## config.mk

```make
export PLATFORM = sky130hd
export DESIGN_NAME = exp_sum
export DESIGN_NICKNAME = d
export VERILOG_FILES = /design/src/rtl/mha_pkg.sv /design/src/rtl/exp_sum_exp2_unit.sv /design/src/rtl/exp_sum.sv
export SDC_FILE = /design/constraint.sdc
export NUM_CORES = 2
export LEC_CHECK = 0
export ABC_AREA = 1
export BUFFER_PORTS_ARGS = -buffer_cell sky130_fd_sc_hd__buf_2
export CAP_MARGIN = 30
export CORE_MARGIN = 2
export CORE_UTILIZATION = 38
export CTS_BUF_LIST = sky130_fd_sc_hd__clkbuf_4
export DETAILED_ROUTE_END_ITERATION = 16
export PLACE_DENSITY = 0.57
export SLEW_MARGIN = 10
export SYNTH_ARGS = -nofsm -noshare
export SYNTH_HDL_FRONTEND = slang
export SYNTH_SLANG_ARGS = --single-unit
```

## constraint.sdc

```tcl
create_clock -name I_CLK -period 33.1 [get_ports I_CLK]
set_input_delay 6.62 -clock I_CLK [delete_from_list [all_inputs] [get_ports I_CLK]]
set_output_delay 6.62 -clock I_CLK [all_outputs]
set_load 0.05 [all_outputs]
```

## src/rtl/mha_pkg.sv

```systemverilog
// Shared constants and types for the MHA score path: base-2 exponent
// approximation constants and the exp_sum sequencer states.
package mha_pkg;

  localparam int ROW_LEN   = 16;
  localparam int LOG2E_Q12 = 5909;

  // round(2^(i/16) * 32768), indexed by the top four fraction bits
  localparam logic [16:0] EXP2_LUT [0:15] = '{
    17'd32768, 17'd34219, 17'd35734, 17'd37316,
    17'd38968, 17'd40693, 17'd42495, 17'd44376,
    17'd46341, 17'd48393, 17'd50535, 17'd52773,
    17'd55109, 17'd57549, 17'd60097, 17'd62757
  };

  typedef enum logic [0:0] {
    S_IDLE = 1'b0,
    S_CALC = 1'b1
  } state_t;

endpackage

```

## src/rtl/exp_sum_exp2_unit.sv

```systemverilog
// Combinational e^diff approximation for diff <= 0: converts to base 2,
// splits integer/fraction, looks up 2^frac and shifts by the integer part.
module exp2_unit
  import mha_pkg::*;
#(
  parameter int D_W  = 16,
  parameter int FRAC = 8
) (
  input  logic signed [D_W:0]   I_DIFF,
  output logic        [D_W-1:0] O_E
);

  localparam int P_W = D_W + 14;
  localparam logic signed [P_W-1:0] LOG2E_S = P_W'(LOG2E_Q12);

  logic signed [D_W:0]   diff_clamped;
  logic signed [P_W-1:0] diff_ext;
  logic signed [P_W-1:0] prod;
  logic signed [P_W-1:0] t_val;
  logic signed [P_W-1:0] n_val;
  logic        [P_W-1:0] shift_amt;
  logic        [3:0]     lut_idx;
  logic        [16:0]    mant;

  // A positive difference only arises from a malformed max; treat it as 0.
  always_comb begin
    diff_clamped = I_DIFF[D_W] ? I_DIFF : '0;
    diff_ext     = P_W'(diff_clamped);
    prod         = diff_ext * LOG2E_S;
    t_val        = prod >>> 12;
    n_val        = t_val >>> FRAC;
    shift_amt    = -n_val;
    lut_idx      = t_val[FRAC-1 -: 4];
    mant         = EXP2_LUT[lut_idx] >> (15 - FRAC);
    if (shift_amt > P_W'(FRAC)) begin
      O_E = '0;
    end else begin
      O_E = D_W'(mant >> shift_amt[4:0]);
    end
  end

endmodule

```

## src/rtl/exp_sum.sv

```systemverilog
// Softmax numerator stage: evaluates e^(x - max) for one score element per
// clock and accumulates the row sum, publishing all 16 values at row end.
module exp_sum
  import mha_pkg::*;
#(
  parameter int D_W  = 16,
  parameter int FRAC = 8
) (
  input  logic                  I_CLK,
  input  logic                  I_RST_N,
  input  logic                  I_ENA,
  input  logic signed [D_W-1:0] I_DATA [0:ROW_LEN-1],
  input  logic signed [D_W-1:0] I_MAX,
  output logic                  O_BUSY,
  output logic                  O_VLD,
  output logic        [D_W-1:0] O_EXP  [0:ROW_LEN-1],
  output logic        [D_W+3:0] O_SUM
);

  state_t                state_q, state_d;
  logic        [3:0]     idx_q, idx_d;
  logic        [D_W+3:0] acc_q, acc_d;
  logic signed [D_W-1:0] row_q  [0:ROW_LEN-1];
  logic signed [D_W-1:0] row_d  [0:ROW_LEN-1];
  logic signed [D_W-1:0] max_q, max_d;
  logic        [D_W-1:0] ebuf_q [0:ROW_LEN-1];
  logic        [D_W-1:0] ebuf_d [0:ROW_LEN-1];
  logic        [D_W-1:0] exp_q  [0:ROW_LEN-1];
  logic        [D_W-1:0] exp_d  [0:ROW_LEN-1];
  logic        [D_W+3:0] sum_q, sum_d;
  logic                  vld_q, vld_d;

  logic signed [D_W:0]   diff;
  logic        [D_W-1:0] e_val;

  // One extra bit so row minus max cannot overflow.
  assign diff = {row_q[idx_q][D_W-1], row_q[idx_q]} - {max_q[D_W-1], max_q};

  exp2_unit #(
    .D_W  (D_W),
    .FRAC (FRAC)
  ) u_exp2 (
    .I_DIFF (diff),
    .O_E    (e_val)
  );

  always_ff @(posedge I_CLK or negedge I_RST_N) begin
    if (!I_RST_N) begin
      state_q <= S_IDLE;
    end else begin
      state_q <= state_d;
    end
  end

  always_comb begin
    state_d = state_q;
    case (state_q)
      S_IDLE:  if (I_ENA) state_d = S_CALC;
      S_CALC:  if (idx_q == 4'd15) state_d = S_IDLE;
      default: state_d = S_IDLE;
    endcase
  end

  always_comb begin
    idx_d  = idx_q;
    acc_d  = acc_q;
    row_d  = row_q;
    max_d  = max_q;
    ebuf_d = ebuf_q;
    exp_d  = exp_q;
    sum_d  = sum_q;
    vld_d  = 1'b0;
    if (state_q == S_IDLE) begin
      if (I_ENA) begin
        row_d = I_DATA;
        max_d = I_MAX;
        idx_d = '0;
        acc_d = '0;
      end
    end else begin
      ebuf_d[idx_q] = e_val;
      acc_d         = acc_q + (D_W+4)'(e_val);
      idx_d         = idx_q + 4'd1;
      // Last element: publish the buffer and sum including this element.
      if (idx_q == 4'd15) begin
        exp_d = ebuf_d;
        sum_d = acc_d;
        vld_d = 1'b1;
      end
    end
  end

  always_ff @(posedge I_CLK or negedge I_RST_N) begin
    if (!I_RST_N) begin
      idx_q  <= '0;
      acc_q  <= '0;
      row_q  <= '{default: '0};
      max_q  <= '0;
      ebuf_q <= '{default: '0};
      exp_q  <= '{default: '0};
      sum_q  <= '0;
      vld_q  <= 1'b0;
    end else begin
      idx_q  <= idx_d;
      acc_q  <= acc_d;
      row_q  <= row_d;
      max_q  <= max_d;
      ebuf_q <= ebuf_d;
      exp_q  <= exp_d;
      sum_q  <= sum_d;
      vld_q  <= vld_d;
    end
  end

  always_comb begin
    O_BUSY = (state_q != S_IDLE);
    O_VLD  = vld_q;
    O_EXP  = exp_q;
    O_SUM  = sum_q;
  end

endmodule

```

==> impl_metrics.py <==
metrics = {
    "worst_hold_path": {
        "hp-class": "reg2reg",
    },
    "logic_synthesis": {
        "synth_xor_area_frac": 0.00285,
        "synthArstFlopShare": 1.00,
        "synth-adder-area-share": 0.0851,
        "yosysTopAreaCell": "dfrtp_1",
        "synth_top_family_by_area": "simple AND/OR/NAND/NOR gates",
        "synth_compound_area_frac": 0.0730,
        "synth_edf_count": 0,
        "synthCells": 4382,
        "synth_simple_gate_area_frac": 0.176,
        "synth_cell_types": 40,
        "synth_top_area_frac": 0.510,
        "ys_warn_count": 0,
        "synth_area_mm2": 0.0400,
        "syn_nets": 4880,
        "syn_area_per_cell_um2": 9.12,
        "synth_ff_type": "dfrtp_1",
        "synth_area_leaders": "dfrtp_1 51%, nand2_1 11%, mux2_2 7.2%",
        "yosysSeqAreaShare": 0.510,
        "synthMuxAreaShare": 0.0857,
        "synth-seq-cells": 814,
    },
    "floorplan": {
        "die_w_um": 328,
        "coreArea_mm2": 0.104,
        "rows": 118,
        "die_h_um": 328,
        "initial_core_util": 0.384,
        "num_io_pins": 553,
        "die_area_mm2": 0.108,
    },
    "placement": {
        "port_buffers": 552,
        "dp_hpwl_um": 88100,
        "routabilityCongestion": 0.906,
    },
    "drt": {
        "vias": 31949,
        "firstDrtPassIters": 6,
        "drc": 0,
        "viasPerCell": 4.86,
        "drt_iter0_drc": 1835,
        "wl_per_cell_um": 18.6,
        "detail-route-antenna-nets": 0,
        "wl_um": 122000,
    },
    "critical_path": {
        "slowest_delay_ns": 0.84,
        "crit_type": "reg2reg",
        "reg2regPathDepth": 68,
        "ff2ff_setup_slack_ns": 18.41,
        "worstPathRequired_ns": 34.03,
        "r2r-start": "idx_q[0]",
        "critPathMaxFanout": 80,
        "arrival_ns": 15.62,
        "crit_buf_inv": 12,
        "crit_path_start_kind": "flip-flop",
        "endpoint": "O_SUM[16]",
        "critPathLaunch": "idx_q[0]",
        "cp.depth": 68,
        "crit_path_top_delay_cell": "dfrtp_4",
        "crit_family": "simple AND/OR/NAND/NOR gates",
        "rr_endpoint": "O_SUM[16]",
        "crit_top_cell": "nand2_1",
        "endpoint_kind": "flip-flop",
    },
    "outcome": {
        "status": "completed",
    },
    "global_routing": {
        "grt_use_total": 0.227,
        "overflow": 0,
        "grt_max_degree": 216,
        "grt_first_pass_wirelength_um": 188000,
        "grt_pass1_vias": 32088,
        "antenna_found_initial": 40,
    },
    "cells_and_area": {
        "seqCellArea_mm2": 0.0204,
        "synthToLayoutAreaGrowth_pct": 18.1,
        "num-fill-cells": 10455,
        "layout_commonest_cell": "nand2_1",
        "multi_input_area_mm2": 0.0169,
        "drive_above_1_share": 0.244,
        "mostFrequentLayoutCells": "1175 x nand2_1, 811 x dfrtp_1, 552 x buf_2, 500 x inv_1, 371 x nor2_1",
        "final_nets": 5508,
    },
    "clock_tree": {
        "cts_setup_buffers": 0,
        "postCtsHoldBufs": 0,
        "cts_made_buffers": 219,
        "ctsLongestPathBuffers": 3,
        "clock_latency_ns": 1.13,
        "clkTransAtPathRegs_ns": 0.07,
        "clock_sinks": 814,
        "cts_root_buffer": "clkbuf_4",
        "cts_tree": "built",
        "cts_max_level": 4,
        "ctsResizeCount": 0,
    },
    "sta": {
        "hold_viol": 0,
        "max-slew-margin-rel": 0.353,
        "worst_pin_slew_ns": 0.970,
        "layout_min_cycle_time_ns": 14.69,
        "rsz0062_at_grt": "false",
        "fin_crit_sh": 0.444,
        "skew_ns": 0.114,
        "tns_ns": 0,
        "setup_viol": 0,
        "timing.final.max_slew_violations": 0,
        "max_freq_mhz": 68.1,
    },
    "run": {
        "max_cap_violations": 0,
    },
}
## cells in the mapped netlist, drive strengths merged (3+ instances only)
cell,n
nand2,1190
dfrtp,814
inv,514
nor2,390
o21ai,351
mux2,257
clkbuf,163
ha,142
nand3,126
a21oi,89
fa,81
o22ai,64
mux2i,53
nand4,43
buf,26
o31ai,21
nor3,9
o21a,9
xor2,7
clkinv,6
xnor2,6
a31oi,4
nand3b,3
o211ai,3
or2,3
## routing by layer
layer  wire, um  vias up  share of wire  track usage
met5        275        -         0.0023            0
met3       8470      200          0.069       0.0669
li1           -    15456              -            -
met2      58200      906           0.48        0.376
met4       3010       46          0.025       0.0734
met1      52000    15341           0.43        0.286
## sequential cells by signal (all words and copies together) (netlist names)
register / cells
max_q: 16
ebuf_q: 240
O_SUM: 20
O_EXP: 256
O_BUSY: 1
row_q: 256
acc_q: 20
idx_q: 4
O_VLD: 1
## worst min-delay path by stage
stage	to	cells past startpoint	start	slack [ns]
after floorplan	ebuf_q[105]	2	ebuf_q[105]	0.44
after global placement	ebuf_q[238]	2	ebuf_q[238]	0.45
after detailed placement	ebuf_q[217]	2	ebuf_q[217]	0.45
after CTS	O_EXP[149]	2	ebuf_q[149]	0.43
after global routing	O_EXP[148]	2	ebuf_q[148]	0.47
final	O_EXP[149]	2	ebuf_q[149]	0.42
## kinds of logic (layout without fill, tap and decap cells)
logic type	count (synthesis)	count (layout)
compound gates	546	546
other cells	0	16
fa+ha+maj	223	223
buf+inv	709	1501
flops	814	814
simple gates	1767	1767
mux	310	310
xor+xnor	13	13
## layout make-up
type,instances,area share
Antenna cell,16,0.000848
Clock buffer,337,0.0536
Clock inverter,48,0.00697
Inverter,520,0.0416
Multi-Input combinational cell,2859,0.358
Sequential cell,814,0.432
Tap cell,1380,0.0366
Timing Repair Buffer,596,0.0703
## tightest hold or removal path, delay by kind of cell (launching register included)
family	cells	cell delay [ns]
AO/OA/AOI/OAI	1	0.09
flip-flops	1	0.34
AND/OR/NAND/NOR	1	0.06
## metrics by stage
stage          instances  setup slack, ns   util  hold slack [ns]  area, um^2
2_1_floorplan       4382            20.56      -            0.436       40000
5_1_grt             6562            16.94  0.454            0.466       47200
4_1_cts             6544            18.28  0.451            0.427       46900
3_3_place_gp        6154            17.98  0.423            0.448       44000
6_report            6570            18.41  0.454            0.419       47200
3_5_place_dp        6159            18.34  0.424            0.452       44100
Power is left out: the tool's default activity adds up to more than one toggle a clock period on the data nets, which glitch-free logic cannot reach.
